### src/rtl/vae_decoder_seq.sv
`default_nettype none
// ============================================================================
// vae_decoder_seq : 2-latent, 9-pixel sequential VAE decoder using one shared
//                   multiplier and a piecewise-linear sigmoid (Q8.12 data).
// Revision: 1.0
// ============================================================================
module vae_decoder_seq #(
  parameter int FRAC_BITS = 12,
  parameter logic [179:0] W1 = {20'h096AE, 20'h2CE81, 20'h0A82D, 20'h2D5EF, 20'hD656D,
                                20'h2CAC8, 20'h09DCB, 20'h2D0AB, 20'h0A1C4},
  parameter logic [179:0] W2 = {20'h14663, 20'hF197E, 20'h171F5, 20'hF2E17, 20'h15EA0,
                                20'hF12E7, 20'h15212, 20'hF1FBB, 20'h165EE},
  parameter logic [179:0] B  = {20'h225A6, 20'hFDB31, 20'h21ADF, 20'hFD764, 20'h00CBD,
                                20'hFDCBE, 20'h222D7, 20'hFDA10, 20'h21DD0}
) (
  input  logic        clk,
  input  logic        rst_n,
  input  logic        in_valid,
  output logic        in_ready,
  input  logic [19:0] z1,
  input  logic [19:0] z2,
  output logic        prob_valid,
  output logic [3:0]  prob_idx,
  output logic [19:0] prob_data,
  output logic        out_valid,
  input  logic        out_ready,
  output logic [8:0]  out_pix
);

  typedef enum logic [1:0] {IDLE = 2'd0, COMPUTE = 2'd1, DONE = 2'd2} state_t;

  state_t             r_state, w_state_next;
  logic [3:0]         r_idx;
  logic [1:0]         r_phase;
  logic signed [23:0] r_acc;
  logic signed [19:0] r_z1, r_z2;
  logic [8:0]         r_pix;

  logic signed [19:0] w_w1 [9];
  logic signed [19:0] w_w2 [9];
  logic signed [19:0] w_b  [9];

  genvar g;
  generate
    for (g = 0; g < 9; g++) begin : g_unpack
      assign w_w1[g] = W1[20*g +: 20];
      assign w_w2[g] = W2[20*g +: 20];
      assign w_b[g]  = B[20*g +: 20];
    end
  endgenerate

  logic signed [19:0] w_wsel, w_zsel;
  logic signed [39:0] w_prod, w_shift;
  logic signed [23:0] w_term, w_base, w_acc_next;
  logic signed [24:0] w_sum;
  logic signed [19:0] w_x;
  logic [19:0]        w_abs, w_ymag, w_y;

  assign w_wsel  = (r_phase == 2'd0) ? w_w1[r_idx] : w_w2[r_idx];
  assign w_zsel  = (r_phase == 2'd0) ? r_z1 : r_z2;
  assign w_prod  = w_wsel * w_zsel;
  assign w_shift = w_prod >>> FRAC_BITS;
  assign w_base  = (r_phase == 2'd0) ? {{4{w_b[r_idx][19]}}, w_b[r_idx]} : r_acc;
  assign w_sum   = {w_base[23], w_base} + {w_term[23], w_term};

  // Shifted product and running sum clamp at the 24-bit rails instead of
  // wrapping, so extreme weight/latent pairs still saturate the sigmoid.
  always_comb begin
    w_term = w_shift[23:0];
    if (w_shift > 40'sd8388607)
      w_term = 24'sh7FFFFF;
    else if (w_shift < -40'sd8388608)
      w_term = 24'sh800000;

    w_acc_next = w_sum[23:0];
    if (w_sum[24] != w_sum[23])
      w_acc_next = w_sum[24] ? 24'sh800000 : 24'sh7FFFFF;
  end

  always_comb begin
    w_x = r_acc[19:0];
    if (r_acc > 24'sd524287)
      w_x = 20'sh7FFFF;
    else if (r_acc < -24'sd524288)
      w_x = 20'sh80000;

    w_abs = w_x[19] ? (20'd0 - w_x) : w_x;

    if (w_abs >= 20'd20480)
      w_ymag = 20'd4096;
    else if (w_abs >= 20'd9728)
      w_ymag = (w_abs >> 5) + 20'd3456;
    else if (w_abs >= 20'd4096)
      w_ymag = (w_abs >> 3) + 20'd2560;
    else
      w_ymag = (w_abs >> 2) + 20'd2048;

    w_y = w_x[19] ? (20'd4096 - w_ymag) : w_ymag;
  end

  always_ff @(posedge clk or negedge rst_n) begin
    if (!rst_n)
      r_state <= IDLE;
    else
      r_state <= w_state_next;
  end

  always_comb begin
    w_state_next = r_state;
    in_ready     = 1'b0;
    out_valid    = 1'b0;
    case (r_state)
      IDLE: begin
        in_ready = 1'b1;
        if (in_valid)
          w_state_next = COMPUTE;
      end
      COMPUTE: begin
        if (r_phase == 2'd2 && r_idx == 4'd8)
          w_state_next = DONE;
      end
      DONE: begin
        out_valid = 1'b1;
        if (out_ready)
          w_state_next = IDLE;
      end
      default: w_state_next = IDLE;
    endcase
  end

  always_ff @(posedge clk or negedge rst_n) begin
    if (!rst_n) begin
      r_idx      <= 4'd0;
      r_phase    <= 2'd0;
      r_acc      <= 24'sd0;
      r_z1       <= 20'sd0;
      r_z2       <= 20'sd0;
      r_pix      <= 9'd0;
      prob_valid <= 1'b0;
      prob_idx   <= 4'd0;
      prob_data  <= 20'd0;
    end else begin
      prob_valid <= 1'b0;
      if (r_state == IDLE && in_valid) begin
        r_z1    <= z1;
        r_z2    <= z2;
        r_idx   <= 4'd0;
        r_phase <= 2'd0;
        r_pix   <= 9'd0;
      end else if (r_state == COMPUTE) begin
        case (r_phase)
          2'd0, 2'd1: begin
            r_acc   <= w_acc_next;
            r_phase <= r_phase + 2'd1;
          end
          default: begin
            r_pix[r_idx] <= (w_y >= 20'd2048);
            prob_valid   <= 1'b1;
            prob_idx     <= r_idx;
            prob_data    <= w_y;
            r_phase      <= 2'd0;
            r_idx        <= (r_idx == 4'd8) ? 4'd0 : r_idx + 4'd1;
          end
        endcase
      end
    end
  end

  assign out_pix = r_pix;

endmodule
`default_nettype wire

### config.mk
export PLATFORM = sky130hd
export DESIGN_NAME = vae_decoder_seq
export DESIGN_NICKNAME = d
export VERILOG_FILES = /design/src/rtl/vae_decoder_seq.sv
export SDC_FILE = /design/constraint.sdc
export NUM_CORES = 2
export LEC_CHECK = 0
export ABC_CLOCK_PERIOD_IN_PS = 12040
export BUFFER_PORTS_ARGS = -buffer_cell sky130_fd_sc_hd__buf_2
export CORE_UTILIZATION = 59
export CTS_CLUSTER_SIZE = 16
export DETAILED_ROUTE_END_ITERATION = 10
export GPL_TIMING_DRIVEN = 1
export PLACE_DENSITY = 0.86
export SLEW_MARGIN = 15
export SYNTH_ARGS = -nofsm -noshare
export SYNTH_HDL_FRONTEND = slang
export SYNTH_SLANG_ARGS = --single-unit
### constraint.sdc
create_clock -name clk -period 12.04 [get_ports clk]
set_input_delay 0.602 -clock clk [delete_from_list [all_inputs] [get_ports clk]]
set_output_delay 0.602 -clock clk [all_outputs]
set_load 0.1 [all_outputs]
==> run_results.csv <==
group,metric,value,unit
floorplan,core,37930,sq um
finish,drive_above_1_share,0.1258,
cts,clkLatencyLatePin,0.38,ns
logic_synthesis,synth.distinct_cells,107,
timing,period_share,0.9704,
timing,setup_violations,0,
logic_synthesis,synth_top_area_share,0.3568,
logic_synthesis,synthFlopType,"dfrtp_1",
logic_synthesis,yosys.area.top_type,"fa_1",
cts,cts.sinks,106,
placement,io_buffers,79,
worst_setup_path,cp_common_cell,"inv_1",
timing,skew,0.01113,ns
routing,routedWlPerCell,19.94,microns
floorplan,core.rowCount,71,
logic_synthesis,synthTopCellsByArea,"fa_1, dfrtp_1, inv_1",
worst_setup_path,worst-r2r-setup-slack,0.36,ns
logic_synthesis,synth_area,22890,sq um
cts,cts-root-buf,"clkbuf_16",
global_routing,antenna_found_initial,1,
logic_synthesis,avgSynthCellArea,8.377,sq um
placement,place.gp.congestion,0.9841,
finish,fill_cells,2983,
logic_synthesis,synth-async-reset-ratio,1.000,
cts,htreeDepth,3,
flow_run,maxCapViolations,0,
finish,areaGrowthSynthToFinish,9.990,%
routing,via_per_inst,5.917,
placement,dpl.hpwl,54.02,mm
cts,cts-buffers-inserted,9,
floorplan,io_pins,80,
finish,nNetsFinal,3437,
worst_setup_path,reg2reg_from,"r_idx[0]",
floorplan,fp.dieH,199.0,microns
timing,hold_viol,0,
logic_synthesis,synth_nets,3330,
timing,maxSlewViolCount,0,
worst_setup_path,cp_data_arrival_time,11.98,ns
logic_synthesis,syn_inst,2733,
floorplan,initial_utilization,0.6036,
logic_synthesis,ys_ff_latch,106,
worst_setup_path,crit_slowest_cell,"fa_2",
routing,vias,19870,
worst_setup_path,cp_top_family,"adder cells",
floorplan,dieArea,39600,sq um
worst_setup_path,path_class,"reg -> reg",
worst_setup_path,required,12.34,ns
timing,clock.fmax,0.08559,GHz
worst_setup_path,crit_buf_inv,12,
worst_setup_path,crit_fanout,24,
status,status,"completed",
logic_synthesis,yosysWarnings,0,
global_routing,grt_start_max_net_pins,66,
worst_setup_path,rr_worst_depth,50,
routing,drc_errors,0,
global_routing,grt_pass1_vias,20220,
routing,drt_iter0_drc,1611,
worst_setup_path,critPathLaunchType,"flip-flop",
timing,setup_ws,0.3560,ns
cts,clk_pin_slew,0.08,ns
worst_hold_path,min_path_type,"in -> async",
routing,ant_nets,0,
global_routing,grt_pass1_wl,107.5,mm
cts,cts_buffer_depth,2,
logic_synthesis,synth-edff-count,0,
worst_setup_path,worstSetupStartpoint,"r_idx[0]",
global_routing,grt.total_usage,0.3553,
routing,dr.pass1.iters,7,
worst_setup_path,rr_endpoint,"r_acc[15]",
worst_setup_path,endpoint_kind,"flip-flop",
cts,cts_tree,"yes",
timing,worst_pin_slew,1.043,ns
routing,routed_wirelength,66.96,mm
worst_setup_path,max_stage_delay,0.64,ns
global_routing,gr-total-overflow,0,
logic_synthesis,ys_seq_area_frac,0.1159,
floorplan,die_x,199.0,microns
placement,place_ws,-0.1954,ns
timing,maxSlewHeadroom,0.3022,
timing,fin_crit,11.68,ns
## timing repair
| item | 4_1_cts | 5_1_grt |
|---|---|---|
| pin swaps | 1 | 27 |
| endpoints found under the setup margin | 24 | 24 |
| setup buffers | 5 | 27 |
| hold buffers | 0 | 0 |
| hold endpoints to repair | 0 | 0 |
| resized for setup | 5 | 95 |
## layer usage
| metal | up-vias | wire [microns] | part of all wire | GRT usage |
|---|---|---|---|---|
| met5 | - | 0 | 0 | 0 |
| met4 | 0 | 3651 | 0.055 | 0.1826 |
| met3 | 232 | 5730 | 0.086 | 0.06273 |
| met2 | 1045 | 31380 | 0.47 | 0.5711 |
| met1 | 9833 | 26190 | 0.39 | 0.4614 |
| li1 | 8759 | - | - | - |
## cell usage after synthesis, drive strengths merged (16+ instances only)
library cell	instances
o21a	19
a21o	50
ha	145
a31oi	18
buf	26
xor2	33
a211oi	17
maj3	23
nand3	29
a21oi	79
nand2	405
mux2i	24
dfrtp	106
fa	408
o21ai	106
xnor2	35
inv	516
nor3	33
nand2b	17
nor2	320
clkbuf	101
or2	16
## worst max-delay path by stage
stage	to	slack, ns	cells after the start
finish	r_acc[15]	0.36	50
CTS	r_acc[21]	0.02	51
global route	r_acc[17]	-0.1	53
floorplan	r_acc[4]	0.06	53
global placement	r_acc[0]	0.25	48
detailed placement	r_acc[21]	-0.20	50
## sequential cells by signal, summed over array words and instances, names as in the netlist
signal and flops:
prob_valid 1, prob_idx 4, r_z2 20, r_acc 24, r_phase 2, r_idx 4
r_state 2, prob_data 20, out_pix 9, r_z1 20
## per-stage QoR
stage	area (sq um)	hold WS (ns)	TNS, ns	util	std cells
2_1_floorplan	22910	0.3064	0	-	2733
3_3_place_gp	24280	0.4510	0	0.6401	3308
3_5_place_dp	24280	0.4600	-3.494	0.6401	3308
4_1_cts	24650	0.2056	0	0.6497	3329
5_1_grt	25180	0.2194	-1.871	0.6638	3357
6_report	25180	0.1797	0	0.6639	3358
## cell type report
cell class | instances | area (sq um) | area share
multi-input combinational | 1982 | 18020 | 0.7154
inverter | 517 | 1948 | 0.07736
timing repair buffer | 224 | 1607 | 0.06380
clock buffer | 9 | 225.2 | 0.008944
sequential | 106 | 2656 | 0.1055
antenna | 2 | 5.005 | 0.0001987
tap | 511 | 639.4 | 0.02539
clock inverter | 7 | 85.08 | 0.003379
## kinds of logic (layout without fill, tap and decap cells)
kind of cell	after synthesis	after routing	synth area share
mux	26	26	0.01164
flops	106	106	0.1159
other cells	0	2	0
xor+xnor	68	68	0.02634
compound gates	398	398	0.1170
buf+inv	645	757	0.1102
simple gates	914	914	0.1729
fa+ha+maj	576	576	0.4461
## placed cells by master (no fill, tap or decap), drive strengths merged, types with 50 or more instances in the layout
cell | netlist | final
dfrtp | 106 | 106
fa | 408 | 408
a21o | 50 | 50
nor2 | 320 | 320
buf | 26 | 224
ha | 145 | 145
a21oi | 79 | 79
nand2 | 405 | 405
o21ai | 106 | 106
inv | 516 | 516
Power is not shown: default switching activity piles up to over one toggle a cycle in this logic, so the estimate is an artifact.
